File: config.mk
export PLATFORM = sky130hd
export DESIGN_NAME = regfile_write_arbiter
export DESIGN_NICKNAME = d
export VERILOG_FILES = /design/src/rtl/wb_pkg.sv /design/src/rtl/wr_fifo.sv /design/src/rtl/regfile_write_arbiter.sv
export SDC_FILE = /design/constraint.sdc
export NUM_CORES = 1
export LEC_CHECK = 0
export BUFFER_PORTS_ARGS = -buffer_cell sky130_fd_sc_hd__buf_2
export CAP_MARGIN = 15
export CORE_MARGIN = 2
export CORE_UTILIZATION = 40
export CTS_CLUSTER_DIAMETER = 80
export CTS_CLUSTER_SIZE = 16
export DETAILED_ROUTE_END_ITERATION = 6
export GPL_TIMING_DRIVEN = 0
export HOLD_SLACK_MARGIN = 0.02
export PLACE_DENSITY_LB_ADDON = 0.08
export SLEW_MARGIN = 30
export SYNTH_ARGS = -nofsm -noshare
export SYNTH_HDL_FRONTEND = slang
export SYNTH_SLANG_ARGS = --single-unit
File: constraint.sdc
create_clock -name clk -period 4.6 [get_ports clk]
set_input_delay 1.38 -clock clk [delete_from_list [all_inputs] [get_ports clk]]
set_output_delay 1.38 -clock clk [all_outputs]
set_load 0.02 [all_outputs]
File: src/rtl/wb_pkg.sv
// Shared types and defaults for the writeback register-file write path.
package wb_pkg;
  localparam int REG_ADDR_W       = 5;
  localparam int DATA_W           = 32;
  localparam int DEF_DEPTH        = 4;
  localparam int DEF_STARVE_LIMIT = 8;

  typedef struct packed {
    logic                  valid;
    logic [REG_ADDR_W-1:0] rd;
    logic [DATA_W-1:0]     data;
  } wr_entry_t;
endpackage

File: src/rtl/wr_fifo.sv
// Circular buffer of deferred MDU writes; slots are exposed so the owner can squash and scan them.
module wr_fifo
  import wb_pkg::*;
#(
  parameter int DEPTH = DEF_DEPTH
) (
  input  logic                  clk,
  input  logic                  reset_n,
  input  logic                  push,
  input  wr_entry_t             push_entry,
  input  logic                  pop,
  input  logic [DEPTH-1:0]      inval,
  output wr_entry_t             head,
  output wr_entry_t [DEPTH-1:0] slots,
  output logic                  full,
  output logic                  empty
);
  localparam int PW = $clog2(DEPTH);

  logic [PW-1:0] wptr, rptr;
  logic [PW:0]   count;

  always_ff @(posedge clk) begin
    if (!reset_n) begin
      wptr  <= '0;
      rptr  <= '0;
      count <= '0;
      for (int i = 0; i < DEPTH; i++) slots[i] <= '0;
    end else begin
      for (int i = 0; i < DEPTH; i++)
        if (inval[i]) slots[i].valid <= 1'b0;
      // Popped slots drop their valid bit so stale data never shows in the scan.
      if (pop) begin
        slots[rptr].valid <= 1'b0;
        rptr              <= rptr + 1'b1;
      end
      // Push lands last: a same-cycle push into the popped slot wins.
      if (push) begin
        slots[wptr] <= push_entry;
        wptr        <= wptr + 1'b1;
      end
      case ({push, pop})
        2'b10:   count <= count + 1'b1;
        2'b01:   count <= count - 1'b1;
        default: count <= count;
      endcase
    end
  end

  assign head  = slots[rptr];
  assign full  = (count == (PW+1)'(DEPTH));
  assign empty = (count == '0);
endmodule

File: src/rtl/regfile_write_arbiter.sv
// Single RF write port shared by the in-order pipeline (priority) and a buffered MDU result stream.
module regfile_write_arbiter
  import wb_pkg::*;
#(
  parameter int DEPTH        = DEF_DEPTH,
  parameter int STARVE_LIMIT = DEF_STARVE_LIMIT
) (
  input  logic                  clk,
  input  logic                  reset_n,
  input  logic                  RegWriteW,
  input  logic [REG_ADDR_W-1:0] WriteRegW,
  input  logic [DATA_W-1:0]     ResultW,
  input  logic                  md_valid,
  input  logic [REG_ADDR_W-1:0] md_reg,
  input  logic [DATA_W-1:0]     md_data,
  output logic                  md_ready,
  output logic                  rf_we,
  output logic [REG_ADDR_W-1:0] rf_wa,
  output logic [DATA_W-1:0]     rf_wd,
  output logic [31:0]           pending_mask,
  output logic                  stall_req
);
  localparam int SW = $clog2(STARVE_LIMIT + 1);

  logic                  full, empty, pop, push, bypass;
  logic                  sel_we;
  logic [REG_ADDR_W-1:0] sel_wa;
  logic [DATA_W-1:0]     sel_wd;
  logic [DEPTH-1:0]      inval;
  logic [SW-1:0]         starve_cnt;
  wr_entry_t             head, push_entry;
  wr_entry_t [DEPTH-1:0] slots;

  always_comb begin
    pop      = reset_n && !RegWriteW && !empty;
    bypass   = reset_n && !RegWriteW && empty && md_valid;
    md_ready = reset_n && (!full || pop);
    push     = md_valid && md_ready && !bypass;
    push_entry = '{valid: 1'b1, rd: md_reg, data: md_data};
  end

  // A newer pipeline write kills older buffered writes to the same register.
  always_comb begin
    inval = '0;
    for (int i = 0; i < DEPTH; i++)
      inval[i] = reset_n && RegWriteW && (WriteRegW != '0) && (slots[i].rd == WriteRegW);
  end

  wr_fifo #(.DEPTH(DEPTH)) u_fifo (
    .clk        (clk),
    .reset_n    (reset_n),
    .push       (push),
    .push_entry (push_entry),
    .pop        (pop),
    .inval      (inval),
    .head       (head),
    .slots      (slots),
    .full       (full),
    .empty      (empty)
  );

  always_comb begin
    pending_mask = '0;
    for (int i = 0; i < DEPTH; i++)
      if (slots[i].valid) pending_mask[slots[i].rd] = 1'b1;
    pending_mask[0] = 1'b0;
    if (!reset_n) pending_mask = '0;
  end

  always_comb begin
    sel_we = 1'b0;
    sel_wa = '0;
    sel_wd = '0;
    if (RegWriteW) begin
      sel_we = 1'b1;
      sel_wa = WriteRegW;
      sel_wd = ResultW;
    end else if (!empty) begin
      sel_we = head.valid;
      sel_wa = head.rd;
      sel_wd = head.data;
    end else if (md_valid) begin
      sel_we = 1'b1;
      sel_wa = md_reg;
      sel_wd = md_data;
    end
    rf_we = reset_n && sel_we && (sel_wa != '0);
    rf_wa = rf_we ? sel_wa : '0;
    rf_wd = rf_we ? sel_wd : '0;
  end

  // Counts pipeline cycles that keep a non-empty buffer from draining.
  always_ff @(posedge clk) begin
    if (!reset_n)                          starve_cnt <= '0;
    else if (pop || empty)                 starve_cnt <= '0;
    else if (starve_cnt != SW'(STARVE_LIMIT)) starve_cnt <= starve_cnt + 1'b1;
  end

  assign stall_req = reset_n && (starve_cnt == SW'(STARVE_LIMIT));
endmodule

Yosys cells after proc, flatten, opt, wreduce, memory -nomap -nowiden
Cells that the tools add are included. Widths: inputs -> output; s select.

Equal/unequal tests: 9. Reduce and logical (&&, ||, !) cells: 33. Magnitude comparators: 12. Bitwise gates (word level): 4. Muxes and demuxes: 44. $add $sub $neg: 5.

Operator list (number): $mux 152 (3); $bwmux 152 (2); $mux 32 (9); $demux 38 s2 (2); $mux 38 (3); $or 32x32->32 (3); $bmux 38 s2 (1); $lt 5x6->1 const B (4); $logic_and 1x1->1 (22); $demux 1 s5 (4); $eq 5x5->1 (4); $ge 5x1->1 const B (4); $mux 5 (4); $mux 1 (15); $reduce_bool 5->1 (2); $lt 2x3->1 const B (2); $pmux 3 s2 (1); $add 2x1->2 const B (2); $add 4x1->4 const B (1); $eq 4x4->1 const B (1); $ge 2x1->1 const B (2); $logic_not 1->1 (4); $ne 4x4->1 const B (1); $add 3x1->3 const B (1); other kinds (9) (10).

Bits in registers: 163. Output and inout port bits: 72. Input bits: 78. Logic and storage cells: 123.

Logic depth before layout (Yosys ltp)
Depth in word-level cells: 12. Gate-level depth with buffers: 11. Mapped depth without buffers: 9.

Hierarchy
From an unflattened synthesis, not the netlist that was laid out.

Cells, all modules: 1168. Area total of the unflattened synthesis: 9887.0 um2.

Modules (own cells, without submodules): wr_fifo (cells each 761, times used 1, area each 7119.3 um2); regfile_write_arbiter (cells each 407, times used 1, area each 2767.7 um2).

Worst setup path after synthesis
No wires, ideal clock.

Path kind: input-to-output. Start: input port md_valid. End: output port rf_wd[10]. Buffers on the path: 3. Cell stages on the path: 8. Arrival: 2.730 ns. Path slack: 0.490 ns. Path through: clkbuf_2 nor2b_1 a32o_1 a21oi_1 and4_1 buf_6 buf_12 a21oi_2.

Word-level cells in the longest chain between the ends: 6.

Ends and longest elaborated chain: from (decl) (RTL line regfile_write_arbiter.sv:13) `input logic md_valid,`; $mux 5 or $mux 1 (tied branches) (RTL line regfile_write_arbiter.sv:82) `end else if (md_valid) begin`; $mux 5 or $mux 1 (tied branches) (RTL line regfile_write_arbiter.sv:78) `end else if (!empty) begin`; $mux 5 or $mux 1 (tied branches) (RTL line regfile_write_arbiter.sv:74) `if (RegWriteW) begin`; $reduce_bool 5->1 or $logic_and 1x1->1 (tied branches) (RTL line regfile_write_arbiter.sv:87) `rf_we = reset_n && sel_we && (sel_wa != '0);`; $logic_and 1x1->1 (RTL line regfile_write_arbiter.sv:87); $mux 32 (*) (RTL line regfile_write_arbiter.sv:89) `rf_wd = rf_we ? sel_wd : '0;`; to (decl) (RTL line regfile_write_arbiter.sv:19) `output logic [DATA_W-1:0] rf_wd,`.

Mark *: on every way between the ends. The rest lies on a longest branch, timed or not.

Worst setup path in the final report
Start: input port reset_n. End: output port rf_wa[4].

Word-level cells in the longest chain between the ends: 3.

Ends and longest elaborated chain: from (decl) (RTL line regfile_write_arbiter.sv:9) `input logic reset_n,`; $logic_and 1x1->1 (2 in a row) (RTL line regfile_write_arbiter.sv:87); $mux 5 (RTL line regfile_write_arbiter.sv:88) `rf_wa = rf_we ? sel_wa : '0;`; to (decl) (RTL line regfile_write_arbiter.sv:18) `output logic [REG_ADDR_W-1:0] rf_wa,`.

Every way passes these cells.

==> run_results.csv <==
group,metric,value,unit
yosys,ys.flop_type,"dfxtp_1",
global_route,grt_usage,0.2667,
setup_path,crit_fanout,10,
cts,clk_latency,0.43,ns
worst_hold_path,min_path_type,"register to register",
power,p_total,3.685,mW
power,ir_worst_vdd,0.0002228,V
power,power.density,312.8,mW/mm²
global_route,grt_max_degree,17,
sta,max_freq,0.2177,GHz
finish,drive_above_1_share,0.2212,
drt,wl_per_cell,20.14,µm
sta,drv_slew,0,
yosys,synth_area_per_cell,8.047,µm²
finish,utilization,0.4815,
drt,drt_first_iter_violations,941,
die,start_util,0.4092,
run,drv_cap,0,
placed_design,dpl_cell_area,0.01112,mm²
die,die_h,162.2,µm
drt,ant_nets,0,
sta,final-setup-viol-count,0,
yosys,synth_top_area_frac,0.3260,
drt,finalWirelength,35050,µm
die,row_count,57,
yosys,ys.warnings.count,0,
global_route,grt_pass1_wl,53890,µm
drt,first_pass_iters,5,
yosys,synth_common_cells,"nand2_1, dfxtp_1, a21boi_0",
yosys,ys_ff_latch,163,
finish,finalInstanceArea,0.01178,mm²
cts,post_cts_buffers,0,
finish,instances_no_fill,1740,
global_route,grt_pass1_vias,9377,
yosys,synth.distinct_cells,46,
sta,skew,0.01487,ns
placed_design,place_inst,1708,
sta,worst_slack,0.005930,ns
global_route,grt_busiest_layer,"met2",
sta,relSlewSlack,0.5175,
placed_design,dp_slack,-0.2884,ns
die,design.portCount,150,
cts,path_clk_slew,0.07,ns
placed_design,io_buffers,140,
yosys,synthArstFlopShare,0,
setup_path,cp.required,3.22,ns
sta,setup-tns-final,0,ns
die,core-area,0.02446,mm²
worst_hold_path,hp-start,"u_fifo.slots[140]$_SDFFE_PN0P_",
drt,via_per_inst,5.604,
yosys,yosys.area.top_type,"dfxtp_1",
global_route,use_met3,0.05235,
cts,cts_hold_buf,0,
cts,cts_sinks,163,
die,dieArea,0.02631,mm²
yosys,syn_nets,1334,
global_route,grt_overflow,0,
sta,worstMarginPinSlew,0.7238,ns
cts,htree_levels,4,
global_route,grt_use_met1,0.3606,
setup_path,critical_path_class,"input port to output port",
yosys,netlist_top_cells_area,"dfxtp_1, nand2_1, mux4_2, a21boi_0, a21boi_1",
finish,area_growth,17.66,%
finish,fin_nets,1493,
sta,period_needed,4.594,ns
cts,cts_buffers,17,
cts,cts_root_buffer,"clkbuf_16",
drt,drc,0,
sta,holdWs,0.4505,ns
setup_path,worstSetupStartpointType,"input port",
sta,hold_viol_final,0,
die,dieWidth,162.2,µm
setup_path,crit_start,"reset_n",
yosys,yosysMostFrequentCell,"nand2_1",
yosys,seq_area_frac_synth,0.3260,
cts,cts_buffer_depth,2,
setup_path,arrival,3.21,ns
yosys,netlist_instances,1244,
drt,via_count,9751,
outcome,status,"finished clean",
setup_path,r2r-start,"u_fifo.count[2]$_SDFFE_PN0P_",
setup_path,cp-end-kind,"output port",
sta,rsz0062_at_grt,"false",
yosys,synth_area,0.01001,mm²
power,p_leak,4.094,nW
sta,fin_crit_sh,0.9987,
global_route,antenna_found_initial,1,
placed_design,place_hpwl,23990,µm
yosys,synth_edf_count,0,
global_route,grt_use_met2,0.4373,
placed_design,gp_congestion,0.8198,
cts,cts_tree,"built",
-- timing repair --
item | in CTS | in global routing
gates resized for setup | 6 | 2
setup endpoints to repair | 61 | 2
pin swaps | 0 | 0
-- kinds of logic (layout without fill, tap and decap cells) --
logic type	Yosys count	after routing	synth area share
compound gates	368	368	0.2548
fa+ha+maj	12	12	0.01575
mux	39	39	0.08774
flops	163	163	0.3260
simple gates	500	500	0.2217
buf+inv	134	305	0.06999
other cells	1	2	0.0003746
xor+xnor	27	27	0.02362
-- layout make-up --
cell class	count	area, µm²
fill	2431	12680
multi-input combinational	947	6050
sequential	163	3263
timing repair buffer	140	700.7
buffer	124	673.1
clock buffer	19	452.9
tap	324	405.4
clock inverter	12	193.9
inverter	10	37.54
antenna	1	2.502
-- cells in the final DEF (no fill, tap or decap), types with 12 or more instances in the layout --
cell type	Yosys	layout
a21oi_2	32	32
nor2_1	16	16
clkbuf_16	0	17
mux4_2	36	36
o22ai_1	62	62
xnor2_1	16	16
o21ai_0	17	17
buf_2	27	168
clkbuf_1	64	60
o21a_1	31	31
a21oi_1	42	42
nand3_1	44	44
nand2_1	350	350
and2_1	41	41
buf_4	12	12
a21boi_0	101	101
dfxtp_1	163	163
a21boi_1	52	52
o21ai_1	20	20
nand3b_1	21	21
-- worst max-delay path, cell delays in order --
cell and delay [ns]:
clkbuf_1 0.48, clkbuf_2 0.46, o21ai_1 0.36, nor2_1 0.31
buf_2 0.21
-- where the power goes --
part	switching, mW	leakage [nW]	total, mW	internal, mW
combinational	0.410	2.46	0.640	0.230
clock	0.635	0.314	1.59	0.951
sequential	0.0201	1.32	1.46	1.44
-- final timing paths --
kind | to | slack [ns] | cells after the start
max | rf_wa[4] | 0.006 | 5
min | u_fifo.slots[140]$_SDFFE_PN0P_ | 0.45 | 2
min reg2reg | u_fifo.slots[140]$_SDFFE_PN0P_ | 0.45 | 2
max reg2reg | u_fifo.count[2]$_SDFFE_PN0P_ | 1.91 | 9
-- layer usage --
metal	share of wire	vias up
met5	0.00037	-
met4	0.014	2
met3	0.074	52
met2	0.47	407
met1	0.44	4668
li1	-	4622
-- flip-flops by register name (all words and copies together) (netlist names) --
signal / flops
u_fifo.slots: 152
starve_cnt: 4
u_fifo.count: 3
u_fifo.rptr: 2
u_fifo.wptr: 2
No activity file was read; power rests on OpenSTA's default activity.
